==> config.mk <==
export PLATFORM = sky130hd
export DESIGN_NAME = dcache_axi_bridge_flat
export DESIGN_NICKNAME = d
export VERILOG_FILES = /design/src/rtl/dcache_axi_bridge_if.sv /design/src/rtl/dcache_axi_bridge.sv /design/src/flat_wrapper.sv
export SDC_FILE = /design/constraint.sdc
export NUM_CORES = 1
export LEC_CHECK = 0
export ABC_AREA = 1
export CAP_MARGIN = 20
export CORE_AREA = 2 2 163 165
export DETAILED_ROUTE_END_ITERATION = 7
export DIE_AREA = 0 0 165 167
export PLACE_DENSITY_LB_ADDON = 0.2
export REMOVE_ABC_BUFFERS = 1
export SYNTH_ARGS = -nofsm -noshare
export SYNTH_HDL_FRONTEND = slang
export SYNTH_SLANG_ARGS = --single-unit
==> constraint.sdc <==
create_clock -name clk -period 2.9 [get_ports clk]
set_input_delay 0.58 -clock clk [delete_from_list [all_inputs] [get_ports clk]]
set_output_delay 0.58 -clock clk [all_outputs]
set_load 0.01 [all_outputs]
==> src/rtl/dcache_axi_bridge_if.sv <==
// AXI4 bus bundle between the dcache bridge (master) and the memory system (slave).
interface dcache_axi_bridge_if #(
    parameter int AXI_ID_W = 4
);
    logic [31:0]         araddr;
    logic [AXI_ID_W-1:0] arid;
    logic [7:0]          arlen;
    logic [2:0]          arsize;
    logic [1:0]          arburst;
    logic                arvalid;
    logic                arready;
    logic [AXI_ID_W-1:0] rid;
    logic [31:0]         rdata;
    logic [1:0]          rresp;
    logic                rlast;
    logic                rvalid;
    logic                rready;
    logic [31:0]         awaddr;
    logic [AXI_ID_W-1:0] awid;
    logic [7:0]          awlen;
    logic [2:0]          awsize;
    logic [1:0]          awburst;
    logic                awvalid;
    logic                awready;
    logic [31:0]         wdata;
    logic [3:0]          wstrb;
    logic                wlast;
    logic                wvalid;
    logic                wready;
    logic [AXI_ID_W-1:0] bid;
    logic [1:0]          bresp;
    logic                bvalid;
    logic                bready;

    modport master (
        output araddr, arid, arlen, arsize, arburst, arvalid,
        input  arready,
        input  rid, rdata, rresp, rlast, rvalid,
        output rready,
        output awaddr, awid, awlen, awsize, awburst, awvalid,
        input  awready,
        output wdata, wstrb, wlast, wvalid,
        input  wready,
        input  bid, bresp, bvalid,
        output bready
    );

    modport slave (
        input  araddr, arid, arlen, arsize, arburst, arvalid,
        output arready,
        output rid, rdata, rresp, rlast, rvalid,
        input  rready,
        input  awaddr, awid, awlen, awsize, awburst, awvalid,
        output awready,
        input  wdata, wstrb, wlast, wvalid,
        output wready,
        output bid, bresp, bvalid,
        input  bready
    );
endinterface

==> src/rtl/dcache_axi_bridge.sv <==
// dcache RAM-side port to AXI4: 4-beat refill bursts, and 4-beat writebacks through a
// single-entry line buffer; refills of the buffered line wait for its write response.
module dcache_axi_bridge #(
    parameter int AXI_ID_W = 4,
    parameter int RD_ID    = 0,
    parameter int WR_ID    = 1
) (
    input  logic                 clk,
    input  logic                 rst_n,
    input  logic                 ram_rd_req_i,
    input  logic [31:0]          ram_rd_addr_i,
    output logic                 ram_rd_rdy_o,
    output logic [31:0]          ram_rd_data_o,
    output logic [2:0]           ram_rd_num_o,
    input  logic                 ram_wr_req_i,
    input  logic [31:0]          ram_wr_addr_i,
    input  logic [127:0]         ram_wr_data_i,
    input  logic                 ram_dirty_i,
    output logic                 ram_wr_rdy_o,
    dcache_axi_bridge_if.master  axi,
    output logic                 bus_err_o
);
    typedef enum logic [1:0] {W_IDLE, W_AW, W_DATA, W_RESP} w_state_e;
    typedef enum logic [1:0] {R_IDLE, R_AR, R_DATA, R_DONE} r_state_e;

    w_state_e     w_state_q, w_state_d;
    logic [31:0]  waddr_q, waddr_d;
    logic [127:0] wbuf_q, wbuf_d;
    logic [1:0]   wcnt_q, wcnt_d;
    r_state_e     r_state_q, r_state_d;
    logic [31:0]  raddr_q, raddr_d;
    logic [1:0]   rcnt_q, rcnt_d;
    logic         rd_rdy_q, rd_rdy_d;
    logic [31:0]  rd_data_q, rd_data_d;
    logic [2:0]   rd_num_q, rd_num_d;
    logic         err_q, err_d;
    logic         w_err, r_err;
    logic         wr_accept, hazard;

    assign wr_accept = (w_state_q == W_IDLE) && ram_wr_req_i && ram_dirty_i;
    // A line entering the buffer this very cycle already blocks a refill of that line.
    assign hazard = ((w_state_q != W_IDLE) && (ram_rd_addr_i[31:4] == waddr_q[31:4])) ||
                    (wr_accept && (ram_rd_addr_i[31:4] == ram_wr_addr_i[31:4]));

    always_ff @(posedge clk or negedge rst_n) begin
        if (!rst_n) begin
            w_state_q <= W_IDLE;
            waddr_q   <= '0;
            wbuf_q    <= '0;
            wcnt_q    <= '0;
            r_state_q <= R_IDLE;
            raddr_q   <= '0;
            rcnt_q    <= '0;
            rd_rdy_q  <= 1'b0;
            rd_data_q <= '0;
            rd_num_q  <= '0;
            err_q     <= 1'b0;
        end else begin
            w_state_q <= w_state_d;
            waddr_q   <= waddr_d;
            wbuf_q    <= wbuf_d;
            wcnt_q    <= wcnt_d;
            r_state_q <= r_state_d;
            raddr_q   <= raddr_d;
            rcnt_q    <= rcnt_d;
            rd_rdy_q  <= rd_rdy_d;
            rd_data_q <= rd_data_d;
            rd_num_q  <= rd_num_d;
            err_q     <= err_d;
        end
    end

    always_comb begin
        w_state_d = w_state_q;
        waddr_d   = waddr_q;
        wbuf_d    = wbuf_q;
        wcnt_d    = wcnt_q;
        w_err     = 1'b0;
        unique case (w_state_q)
            W_IDLE: begin
                // Clean lines are acknowledged by ram_wr_rdy_o and simply dropped.
                if (wr_accept) begin
                    waddr_d   = {ram_wr_addr_i[31:4], 4'b0};
                    wbuf_d    = ram_wr_data_i;
                    wcnt_d    = 2'd0;
                    w_state_d = W_AW;
                end
            end
            W_AW: if (axi.awready) w_state_d = W_DATA;
            W_DATA: begin
                if (axi.wready) begin
                    wcnt_d = wcnt_q + 2'd1;
                    if (wcnt_q == 2'd3) w_state_d = W_RESP;
                end
            end
            W_RESP: begin
                if (axi.bvalid) begin
                    w_err     = (axi.bresp != 2'b00);
                    w_state_d = W_IDLE;
                end
            end
            default: w_state_d = W_IDLE;
        endcase
    end

    always_comb begin
        r_state_d = r_state_q;
        raddr_d   = raddr_q;
        rcnt_d    = rcnt_q;
        rd_rdy_d  = 1'b0;
        rd_data_d = rd_data_q;
        rd_num_d  = rd_num_q;
        r_err     = 1'b0;
        unique case (r_state_q)
            R_IDLE: begin
                if (ram_rd_req_i && !hazard) begin
                    raddr_d   = {ram_rd_addr_i[31:4], 4'b0};
                    rcnt_d    = 2'd0;
                    r_state_d = R_AR;
                end
            end
            R_AR: if (axi.arready) r_state_d = R_DATA;
            R_DATA: begin
                // The beat count, not rlast, ends the burst; a misplaced rlast only flags.
                if (axi.rvalid) begin
                    rd_rdy_d  = 1'b1;
                    rd_data_d = axi.rdata;
                    rd_num_d  = {1'b0, rcnt_q};
                    rcnt_d    = rcnt_q + 2'd1;
                    r_err     = (axi.rresp != 2'b00) || (axi.rlast != (rcnt_q == 2'd3));
                    if (rcnt_q == 2'd3) r_state_d = R_DONE;
                end
            end
            R_DONE: r_state_d = R_IDLE;
            default: r_state_d = R_IDLE;
        endcase
    end

    assign err_d = err_q | w_err | r_err;

    assign ram_rd_rdy_o  = rd_rdy_q;
    assign ram_rd_data_o = rd_data_q;
    assign ram_rd_num_o  = rd_num_q;
    assign ram_wr_rdy_o  = (w_state_q == W_IDLE);
    assign bus_err_o     = err_q;

    assign axi.araddr  = raddr_q;
    assign axi.arid    = AXI_ID_W'(RD_ID);
    assign axi.arlen   = 8'd3;
    assign axi.arsize  = 3'd2;
    assign axi.arburst = 2'b01;
    assign axi.arvalid = (r_state_q == R_AR);
    assign axi.rready  = (r_state_q == R_DATA);

    assign axi.awaddr  = waddr_q;
    assign axi.awid    = AXI_ID_W'(WR_ID);
    assign axi.awlen   = 8'd3;
    assign axi.awsize  = 3'd2;
    assign axi.awburst = 2'b01;
    assign axi.awvalid = (w_state_q == W_AW);
    assign axi.wdata   = wbuf_q[{wcnt_q, 5'b0} +: 32];
    assign axi.wstrb   = 4'hF;
    assign axi.wlast   = (w_state_q == W_DATA) && (wcnt_q == 2'd3);
    assign axi.wvalid  = (w_state_q == W_DATA);
    assign axi.bready  = (w_state_q == W_RESP);

    logic unused_sigs;
    assign unused_sigs = ^{axi.rid, axi.bid, ram_rd_addr_i[3:0], ram_wr_addr_i[3:0]};
endmodule

==> src/flat_wrapper.sv <==
// flat-port wrapper written by rule: the top's interface ports become plain ports
module dcache_axi_bridge_flat 
#(
    parameter int AXI_ID_W = 4,
    parameter int RD_ID    = 0,
    parameter int WR_ID    = 1
)
  (clk, rst_n, ram_rd_req_i, ram_rd_addr_i, ram_rd_rdy_o, ram_rd_data_o, ram_rd_num_o, ram_wr_req_i, ram_wr_addr_i, ram_wr_data_i, ram_dirty_i, ram_wr_rdy_o, bus_err_o, axi_araddr, axi_arid, axi_arlen, axi_arsize, axi_arburst, axi_arvalid, axi_arready, axi_rid, axi_rdata, axi_rresp, axi_rlast, axi_rvalid, axi_rready, axi_awaddr, axi_awid, axi_awlen, axi_awsize, axi_awburst, axi_awvalid, axi_awready, axi_wdata, axi_wstrb, axi_wlast, axi_wvalid, axi_wready, axi_bid, axi_bresp, axi_bvalid, axi_bready);
  dcache_axi_bridge_if #(.AXI_ID_W(AXI_ID_W)) axi_i ();
  input  logic clk;
  input  logic rst_n;
  input  logic ram_rd_req_i;
  input  logic [31:0] ram_rd_addr_i;
  output logic ram_rd_rdy_o;
  output logic [31:0] ram_rd_data_o;
  output logic [2:0] ram_rd_num_o;
  input  logic ram_wr_req_i;
  input  logic [31:0] ram_wr_addr_i;
  input  logic [127:0] ram_wr_data_i;
  input  logic ram_dirty_i;
  output logic ram_wr_rdy_o;
  output logic bus_err_o;
  output wire logic [$bits(axi_i.araddr)-1:0] axi_araddr;
  output wire logic [$bits(axi_i.arid)-1:0] axi_arid;
  output wire logic [$bits(axi_i.arlen)-1:0] axi_arlen;
  output wire logic [$bits(axi_i.arsize)-1:0] axi_arsize;
  output wire logic [$bits(axi_i.arburst)-1:0] axi_arburst;
  output wire logic [$bits(axi_i.arvalid)-1:0] axi_arvalid;
  input wire logic [$bits(axi_i.arready)-1:0] axi_arready;
  input wire logic [$bits(axi_i.rid)-1:0] axi_rid;
  input wire logic [$bits(axi_i.rdata)-1:0] axi_rdata;
  input wire logic [$bits(axi_i.rresp)-1:0] axi_rresp;
  input wire logic [$bits(axi_i.rlast)-1:0] axi_rlast;
  input wire logic [$bits(axi_i.rvalid)-1:0] axi_rvalid;
  output wire logic [$bits(axi_i.rready)-1:0] axi_rready;
  output wire logic [$bits(axi_i.awaddr)-1:0] axi_awaddr;
  output wire logic [$bits(axi_i.awid)-1:0] axi_awid;
  output wire logic [$bits(axi_i.awlen)-1:0] axi_awlen;
  output wire logic [$bits(axi_i.awsize)-1:0] axi_awsize;
  output wire logic [$bits(axi_i.awburst)-1:0] axi_awburst;
  output wire logic [$bits(axi_i.awvalid)-1:0] axi_awvalid;
  input wire logic [$bits(axi_i.awready)-1:0] axi_awready;
  output wire logic [$bits(axi_i.wdata)-1:0] axi_wdata;
  output wire logic [$bits(axi_i.wstrb)-1:0] axi_wstrb;
  output wire logic [$bits(axi_i.wlast)-1:0] axi_wlast;
  output wire logic [$bits(axi_i.wvalid)-1:0] axi_wvalid;
  input wire logic [$bits(axi_i.wready)-1:0] axi_wready;
  input wire logic [$bits(axi_i.bid)-1:0] axi_bid;
  input wire logic [$bits(axi_i.bresp)-1:0] axi_bresp;
  input wire logic [$bits(axi_i.bvalid)-1:0] axi_bvalid;
  output wire logic [$bits(axi_i.bready)-1:0] axi_bready;
  assign axi_araddr = axi_i.araddr;
  assign axi_arid = axi_i.arid;
  assign axi_arlen = axi_i.arlen;
  assign axi_arsize = axi_i.arsize;
  assign axi_arburst = axi_i.arburst;
  assign axi_arvalid = axi_i.arvalid;
  assign axi_i.arready = axi_arready;
  assign axi_i.rid = axi_rid;
  assign axi_i.rdata = axi_rdata;
  assign axi_i.rresp = axi_rresp;
  assign axi_i.rlast = axi_rlast;
  assign axi_i.rvalid = axi_rvalid;
  assign axi_rready = axi_i.rready;
  assign axi_awaddr = axi_i.awaddr;
  assign axi_awid = axi_i.awid;
  assign axi_awlen = axi_i.awlen;
  assign axi_awsize = axi_i.awsize;
  assign axi_awburst = axi_i.awburst;
  assign axi_awvalid = axi_i.awvalid;
  assign axi_i.awready = axi_awready;
  assign axi_wdata = axi_i.wdata;
  assign axi_wstrb = axi_i.wstrb;
  assign axi_wlast = axi_i.wlast;
  assign axi_wvalid = axi_i.wvalid;
  assign axi_i.wready = axi_wready;
  assign axi_i.bid = axi_bid;
  assign axi_i.bresp = axi_bresp;
  assign axi_i.bvalid = axi_bvalid;
  assign axi_bready = axi_i.bready;
  dcache_axi_bridge #(.AXI_ID_W(AXI_ID_W), .RD_ID(RD_ID), .WR_ID(WR_ID)) u_core (.clk(clk), .rst_n(rst_n), .ram_rd_req_i(ram_rd_req_i), .ram_rd_addr_i(ram_rd_addr_i), .ram_rd_rdy_o(ram_rd_rdy_o), .ram_rd_data_o(ram_rd_data_o), .ram_rd_num_o(ram_rd_num_o), .ram_wr_req_i(ram_wr_req_i), .ram_wr_addr_i(ram_wr_addr_i), .ram_wr_data_i(ram_wr_data_i), .ram_dirty_i(ram_dirty_i), .ram_wr_rdy_o(ram_wr_rdy_o), .axi(axi_i), .bus_err_o(bus_err_o));
endmodule
-- Yosys cells after proc, flatten, opt, wreduce, memory -nomap -nowiden
Index checks and enable logic that the tools add are counted.
- reduce and logical (&&, ||, !) cells: 23
- shifts and indexed selects: 1
- bitwise operators: 2
- eq/ne operators: 20
- add/sub/neg operators: 2
- mux-type cells: 23
- operator list (cell ; number):
    128-bit by 8-bit indexed part select with 32-bit output ; 1
    28-bit equality test ; 2
    2-bit 2-to-1 mux ; 13
    2-bit case mux with 4 select lines ; 2
    2-bit by 1-bit != test with 1-bit output (second input constant) ; 7
    2-bit equality test (second input constant) ; 6
    2-bit nonzero test ; 5
    2-bit case mux with 2 select lines ; 2
    1-bit logical AND ; 6
    1-bit 2-to-1 mux ; 6
    2-bit AND reduction ; 3
    3-bit AND reduction ; 2
    5-bit AND reduction ; 1
    2-bit by 1-bit adder with 2-bit output (second input constant) ; 2
    2-bit by 1-bit equality test with 1-bit output (second input constant) ; 2
    2-bit logical NOT ; 2
    2-bit != test (second input constant) ; 2
    4-bit AND reduction ; 1
    1-bit logical OR ; 2
    1-bit OR ; 2
    1-bit logical NOT ; 1
    1-bit != test ; 1
- word-level logic and storage cells: 82
- register bits: 228
- input port bits: 247
- output and inout port bits: 178

-- Depth between registers and ports, before layout
Gate-level depths: netlist (run 1).
- depth in word-level cells: 9
- depth in mapped cells: 14
- gate-level depth less buffers: 14

-- Worst setup path after synthesis (run 1)
No wires, ideal clock.
- kind: reg2out
- start point: register u_core.wcnt_q[0]
- end point: output port axi_wdata[0]
- data required time: 2.320 ns
- cell stages (with the launch flop): 7
- path slack: 0.854 ns
- path buffers: 3
- arrival time: 1.466 ns
- path through: dfrtp_1 clkbuf_1 inv_1 clkbuf_1 clkbuf_1 nor2_1 o22ai_1
- cells in the longest elaborated chain, start to end: 1
- ends and longest elaborated chain (what ; RTL line ; text):
    start: declaration ; dcache_axi_bridge.sv:29 ; logic [1:0] wcnt_q, wcnt_d;
    start signal: assignment ; dcache_axi_bridge.sv:62 ; wcnt_q <= wcnt_d;
    128-bit by 8-bit indexed part select with 32-bit output ; dcache_axi_bridge.sv:161 ; assign axi.wdata = wbuf_q[{wcnt_q, 5'b0} +: 32];
    end: declaration ; flat_wrapper.sv:43 ; output wire logic [$bits(axi_i.wdata)-1:0] axi_wdata;
No other way between the ends.

-- Final worst setup path (run 1)
- start point: register u_core.wcnt_q[0]
- end point: output port axi_wdata[3]
Same word-level chain as after synthesis.

==> run summary, run 1 <==
Status = complete, no violations
Dpl ws = 384 ps
IO Pins = 425
Total power = 15.9 mW
HPWL after DPL = 22000 µm
Clock Skews = 7.24 ps
Simple-gate portion of the synthesized area = 0.269
M2 GR Usage = 0.386
Routed wire length = 31600 µm
WP data arrival = 2260 ps
DR WL/cell = 15.2 µm
Ranking of synthesized cells by area = dfrtp_1, nand2_1, o21ai_0, buf_4, nor2_1
Gr ovfl total = 0
IO buf count = 361
Unrepaired setup endpoints after global routing = true
Final min period = 2840 ps
Slew margin rel. = 0.308
Number of synthesized flops with an enable pin = 0
Finished Cell Area = 0.0156 mm²
# H-tree levels = 1
Power Density = 1010 mW/mm²
CTS tree = built
CTS Buf Count = 25
Antenna violations before repair = 5
Post-synthesis xor/xnor area fraction = 0.0242
Area grow syn2layout = 43.9%
Total track usage = 0.226
Largest family of logic cells by synthesized area = simple AND/OR/NAND/NOR gates
Antenna Violating Nets Remaining = 0
Final setup fails = 0
Final Hold Vio Count = 0
DR iter-0 viols = 687
Final slew viol count = 0
Leak Pwr = 7.81 nW
Worst VDD drop = 0.602 mV
Hold Path Class = reg2reg
Seq/Total Area, Yosys = 0.525
Die Wd = 165 µm
Post-route setup slack = 58.1 ps
Root Driver = clkbuf_16
Mux cell area share after synthesis = 0
Slew @ Worst Pin = 1030 ps
Gr busiest metal = met2
# rows = 59
Post-CTS setup buffers = 0
Core Area = 0.0258 mm²
Die extent in y = 167 µm
Post-synthesis cell type count = 27
Register bit count reported by yosys = 228
GRT met1 Usage = 0.288
Avg Cell Area, Syn = 7.85 µm²
GP Congestion = 0.840
Final period util = 0.980
Vias in the first global route = 9660
Die area = 0.0276 mm²
Core Util, Final = 0.607
Crit path launch type = flip-flop
Max_cap viols = 0
Post-synth top cells = nand2_1, dfrtp_1, o21ai_0, nor2_1, inv_1
Post-route DRC = 0
Clock slew at reported path FFs = 60 ps
DR vias/cell = 4.75
Synth top area share = 0.525
Crit-path max FO = 65
Nature of the critical path endpoint = output pin
Most common cell in the netlist = nand2_1
WHS = 465 ps
Netlist Area Pre-Place = 0.0109 mm²
Clock buffer depth = 3
Most used DFF post-synth = dfrtp_1
Routed vias = 9895
Clk Latency, worst-skew pair = 510 ps
Synth area leader = dfrtp_1
Cells after Synth = 1386
Clock sinks = 228
YS warnings = 0
Adder-cell share of the synthesized area = 0.0115
Top achievable clock speed = 352 MHz
Met3 Use GR = 0.0433
Final Net Count = 1986
First-pass GRT wire length = 49800 µm
Dpl cell area = 0.0147 mm²
WS Path Type = reg2out
Async S/R FF share, synth = 1.00
Initial Util = 0.422
Worst path required time = 2320 ps
Share of cells above drive strength 1 = 0.0521
Pin count of the biggest net entering global routing = 101
Drt pass-1 iters = 4
Post-synthesis compound-gate area fraction = 0.0849
==> placed cells by master, fill, tap and decap left out, types with 2 or more instances in the layout <==
cell,synthesis,routed
nand3_1,10,10
clkdlybuf4s50_1,0,351
ha_1,10,10
dfrtp_1,228,227
xor2_1,7,7
nand4_1,6,6
a21oi_1,4,4
inv_1,73,72
clkbuf_16,0,25
clkbuf_1,60,2
bufinv_16,0,3
o22ai_1,35,34
xnor2_1,23,23
nand2_1,657,657
o21ai_1,2,2
o221ai_1,2,2
buf_4,47,12
clkinv_2,0,3
nor2_1,92,92
diode_2,0,5
dlymetal6s2s_1,0,9
conb_1,2,47
o21ai_2,20,20
buf_12,0,8
clkinvlp_4,0,5
o21ai_0,93,93
clkbuf_8,0,5
or2_2,2,2
==> path summary, 6_finish.rpt <==
kind,startpoint,endpoint,slack [ps],cells after the start
min in group asynchronous,rst_n,u_core.wbuf_q[113],570,2
hold reg to reg,u_core.wbuf_q[40],u_core.wbuf_q[40],470,2
setup reg to reg,u_core.w_state_q[1],u_core.axi.araddr[9],650,13
setup / recovery,u_core.wcnt_q[0],axi_wdata[3],60,4
hold / removal,u_core.wbuf_q[40],u_core.wbuf_q[40],470,2
max in group asynchronous,rst_n,u_core.axi.awaddr[23],1540,3
==> report_power, final <==
part	total (mW)	internal [mW]	switching [mW]
logic	6.96	3.46	3.50
registers	5.64	4.74	0.906
clock network	3.25	1.97	1.28
total	15.9	10.2	5.69
==> per-stage QoR <==
step | setup TNS [ps] | std cells
2_1_floorplan | -857520 | 1318
5_1_grt | -96.4 | 2085
3_5_place_dp | 0 | 2035
4_1_cts | 0 | 2080
6_report | 0 | 2085
3_3_place_gp | 0 | 2035
==> worst max-delay path: stages (launching register included) <==
cell and delay [ps]:
dfrtp_2 420, buf_12 270, o21ai_0 150, o22ai_1 260, clkdlybuf4s50_1 600
==> cells by family after synthesis <==
kind of cell / after synthesis
AO/OA/AOI/OAI: 158
XOR/XNOR: 30
AND/OR/NAND/NOR: 770
flip-flops: 228
buffers and inverters: 188
adder cells (fa/ha/maj): 10
other: 2
==> metal layers <==
layer  part of all wire  routed length, µm
met1               0.42              13200
met2               0.49              15500
met3              0.068               2140
met4              0.028                889
met5                  0                  0
==> what timing repair did <==
item	4_1_cts	5_1_grt
hold buffers	1	0
resized for setup	2	11
gates cloned	1	0
setup endpoints to repair	9	13
pin swaps	0	0
endpoints found under the hold margin	47	0
==> final cells by class <==
type                    count  area (µm²)
diodes                      5        12.5
inverters                  75         289
flip-flops and latches    228        5710
clock buffers              32         702
clock inverters            11         143
fillers                  2287       10100
repair buffers            384        3950
well taps                 335         419
multi-input cells        1015        4430
==> flip-flops by register name, summed over array words and instances (netlist names) <==
register	cells
u_core.ram_rd_data_o	32
u_core.r_state_q	2
u_core.axi.awaddr	28
u_core.w_state_q	2
u_core.ram_rd_num_o	2
u_core.axi.araddr	28
u_core.wcnt_q	2
u_core.wbuf_q	128
u_core.rcnt_q	2
u_core.bus_err_o	1
u_core.ram_rd_rdy_o	1
(Power assumes the default switching activity.)
==> run 2, diff against run 1 <==
--- a/config.mk
+++ b/config.mk
@@ -7,9 +7,11 @@
 export LEC_CHECK = 0
 export ABC_AREA = 1
 export CAP_MARGIN = 20
-export CORE_AREA = 2 2 163 165
+export CELL_PAD_IN_SITES_DETAIL_PLACEMENT = 0
+export CELL_PAD_IN_SITES_GLOBAL_PLACEMENT = 1
+export CORE_MARGIN = 2
+export CORE_UTILIZATION = 31
 export DETAILED_ROUTE_END_ITERATION = 7
-export DIE_AREA = 0 0 165 167
 export PLACE_DENSITY_LB_ADDON = 0.2
 export REMOVE_ABC_BUFFERS = 1
 export SYNTH_ARGS = -nofsm -noshare
==> constraint.sdc (replaced) <==
create_clock -name clk -period 3.2 [get_ports clk]
set_input_delay 0.64 -clock clk [delete_from_list [all_inputs] [get_ports clk]]
set_output_delay 0.64 -clock clk [all_outputs]
set_load 0.01 [all_outputs]
==> run 2 against run 1 <==
Against the previous run: utilization shrank 15 points; critical path depth grew 1; worst hold slack worse by 430 ps; setup slack improved by 160 ps; combinational power down 9.8%; non-clock buffer count down 4; global-route usage down 4.3 points; register-to-register slack better by 190 ps; first-iteration DRC count fell by 25%; cell count up 5.8%; largest cell class unchanged; largest power group unchanged; highest routed layer is now met5.
==> run summary, run 2 (synthesis gave the netlist of run 1 again) <==
Pin count of the biggest net entering global routing = 125 (was 101)
WHS = 35.2 ps (was 465 ps)
Slew @ Worst Pin = 639 ps (was 1030 ps)
Psw = 5.22 mW (was 5.69 mW)
Max FFs per register = 128 (unchanged)
IO Pins = 425 (unchanged)
Final setup fails = 0 (unchanged)
CTS Buf Count = 27 (was 25)
R2r setup slk = 840 ps (was 650 ps)
Int Power = 9.16 mW (was 10.2 mW)
# rows = 68 (was 59)
CP max-delay cell = clkdlybuf4s50_1 (unchanged)
Reg power frac = 0.354 (was 0.356)
HPWL after DPL = 23600 µm (was 22000 µm)
Clock slew at reported path FFs = 60 ps (about the same)
IO buf count = 361 (unchanged)
Die area = 0.0366 mm² (was 0.0276 mm²)
Post-CTS setup buffers = 0 (unchanged)
GP Congestion = 0.794 (was 0.840)
Unrepaired setup endpoints after global routing = false (was true)
Final period util = 0.931
Final Hold Vio Count = 0 (unchanged)
Post-route DRC = 0 (unchanged)
Layout Cells excl Fill = 2205 (was 2085)
Die extent in y = 191 µm (was 167 µm)
CP Cell Sequence = inv_2 -> buf_4 -> o21ai_0 -> o22ai_1 -> clkdlybuf4s50_1 (was buf_12 -> o21ai_0 -> o22ai_1 -> clkdlybuf4s50_1)
Hold Path Class = in2async (was reg2reg)
# hold bufs at CTS = 0 (was 1)
DR vias/cell = 4.36 (was 4.75)
Clk Latency, worst-skew pair = 540 ps (was 510 ps)
Drt pass-1 iters = 4 (unchanged)
Share of cells above drive strength 1 = 0.0521 (about the same)
Most flops, register = u_core.wbuf_q (unchanged)
Total power = 14.4 mW (was 15.9 mW)
Most frequent cells in the layout = nand2_1, clkdlybuf4s50_1, dfrtp_1 (unchanged)
CTS tree = built (unchanged)
Sw Ratio = 0.363 (was 0.359)
Leak Pwr = 7.70 nW (was 7.81 nW)
DR iter-0 viols = 515 (was 687)
Dpl cells = 2152 (was 2035)
Power Density = 915 mW/mm² (was 1010 mW/mm²)
Clock sinks = 228 (unchanged)
CP max stage delay = 580 ps (was 600 ps)
WS Path Type = reg2out (unchanged)
Reg-to-Reg Start = u_core.w_state_q[0] (was u_core.w_state_q[1])
Final slew viol count = 0 (unchanged)
Clock buffer depth = 3 (unchanged)
Routed vias = 9624 (was 9895)
Dpl cell area = 0.0148 mm² (was 0.0147 mm²)
# H-tree levels = 1 (unchanged)
Initial Util = 0.315 (was 0.422)
Antenna Violating Nets Remaining = 0 (unchanged)
DR WL/cell = 15.4 µm (was 15.2 µm)
Nature of the critical path endpoint = output pin (unchanged)
Crit-path max FO = 38 (was 65)
Gr ovfl total = 0 (unchanged)
Root Driver = clkbuf_16 (unchanged)
Clock Skews = 9.70 ps (was 7.24 ps)
Die Wd = 191 µm (was 165 µm)
Comb pwr share = 0.437 (was 0.439)
Worst path required time = 2560 ps (was 2320 ps)
Top achievable clock speed = 336 MHz
Core Area = 0.0345 mm² (was 0.0258 mm²)
First-pass GRT wire length = 52700 µm (was 49800 µm)
Max_cap viols = 0 (unchanged)
Routed wire length = 34000 µm (was 31600 µm)
Finished Cell Area = 0.0157 mm² (was 0.0156 mm²)
Final Net Count = 1984 (was 1986)
Slew margin rel. = 0.574 (was 0.308)
Reg2reg end = u_core.axi.araddr[5] (was u_core.axi.araddr[9])
Worst VDD drop = 0.417 mV (was 0.602 mV)
Worst Reg-to-Reg Cells = 12 (was 13)
Area grow syn2layout = 44.5% (was 43.9%)
Clock power share = 0.209 (was 0.205)
Final min period = 2980 ps
Vias in the first global route = 9435 (was 9660)
Most common cell after layout, fill and taps aside = nand2_1 (unchanged)
Antenna violations before repair = 5 (unchanged)
WP data arrival = 2340 ps (was 2260 ps)
Total track usage = 0.183 (was 0.226)
Post_cts resized = 0 (was 2)
Crit path launch type = flip-flop (unchanged)
Status = complete, no violations (unchanged)
==> run 2: area by class of cell <==
cell class	instances	area (µm²)
Clock buffer	41	818
Timing Repair Buffer	380	3860
Inverter	75	284
Sequential cell	228	5710
Fill cell	3526	18800
Antenna cell	2	5.00
Multi-Input combinational cell	1015	4420
Tap cell	455	569
Clock inverter	9	48.8
==> run 2: worst max-delay path: cells and delay by family (launching register included) <==
| family | cells | cell delay (ps) |
|---|---|---|
| compound gates | 2 | 320 |
| buf+inv | 3 | 1020 |
| flops | 1 | 430 |
==> run 2: power groups by stage <==
stage	registers [mW]	logic, mW	clock network [mW]
5_1_grt	5.27	7.05	3.24
4_1_cts	5.10	6.41	3.11
3_3_place_gp	5.10	6.32	0
6_report	5.09	6.28	3.01
2_1_floorplan	5.30	2.77	0
3_5_place_dp	5.13	6.37	0
==> run 2: worst max-delay path by stage <==
| stage | cells after the start | start | end |
|---|---|---|---|
| after floorplan | 9 | u_core.w_state_q[0] | u_core.w_state_q[0] |
| after global placement | 11 | ram_rd_addr_i[10] | u_core.axi.araddr[6] |
| after detailed placement | 11 | ram_rd_addr_i[10] | u_core.axi.araddr[5] |
| after CTS | 5 | u_core.wcnt_q[0] | axi_wdata[31] |
| after global routing | 5 | u_core.wcnt_q[0] | axi_wdata[31] |
| final | 5 | u_core.wcnt_q[0] | axi_wdata[20] |
==> run 2: routing by layer <==
layer / global-route usage / wire length, µm / vias to the layer above
met1: 0.240 / 14700 / 4406
met5: 0 / 39 / -
li1: - / - / 4885
met4: 0.0388 / 505 / 6
met2: 0.302 / 15800 / 289
met3: 0.0483 / 2890 / 38
==> run 2: through the flow <==
step	setup WS (ps)	util	TNS, ps
after global routing	44.1	0.455	0
after global placement	568	0.429	0
after CTS	175	0.454	0
after detailed placement	550	0.429	0
final	220	0.455	0
after floorplan	-5300	-	-793540
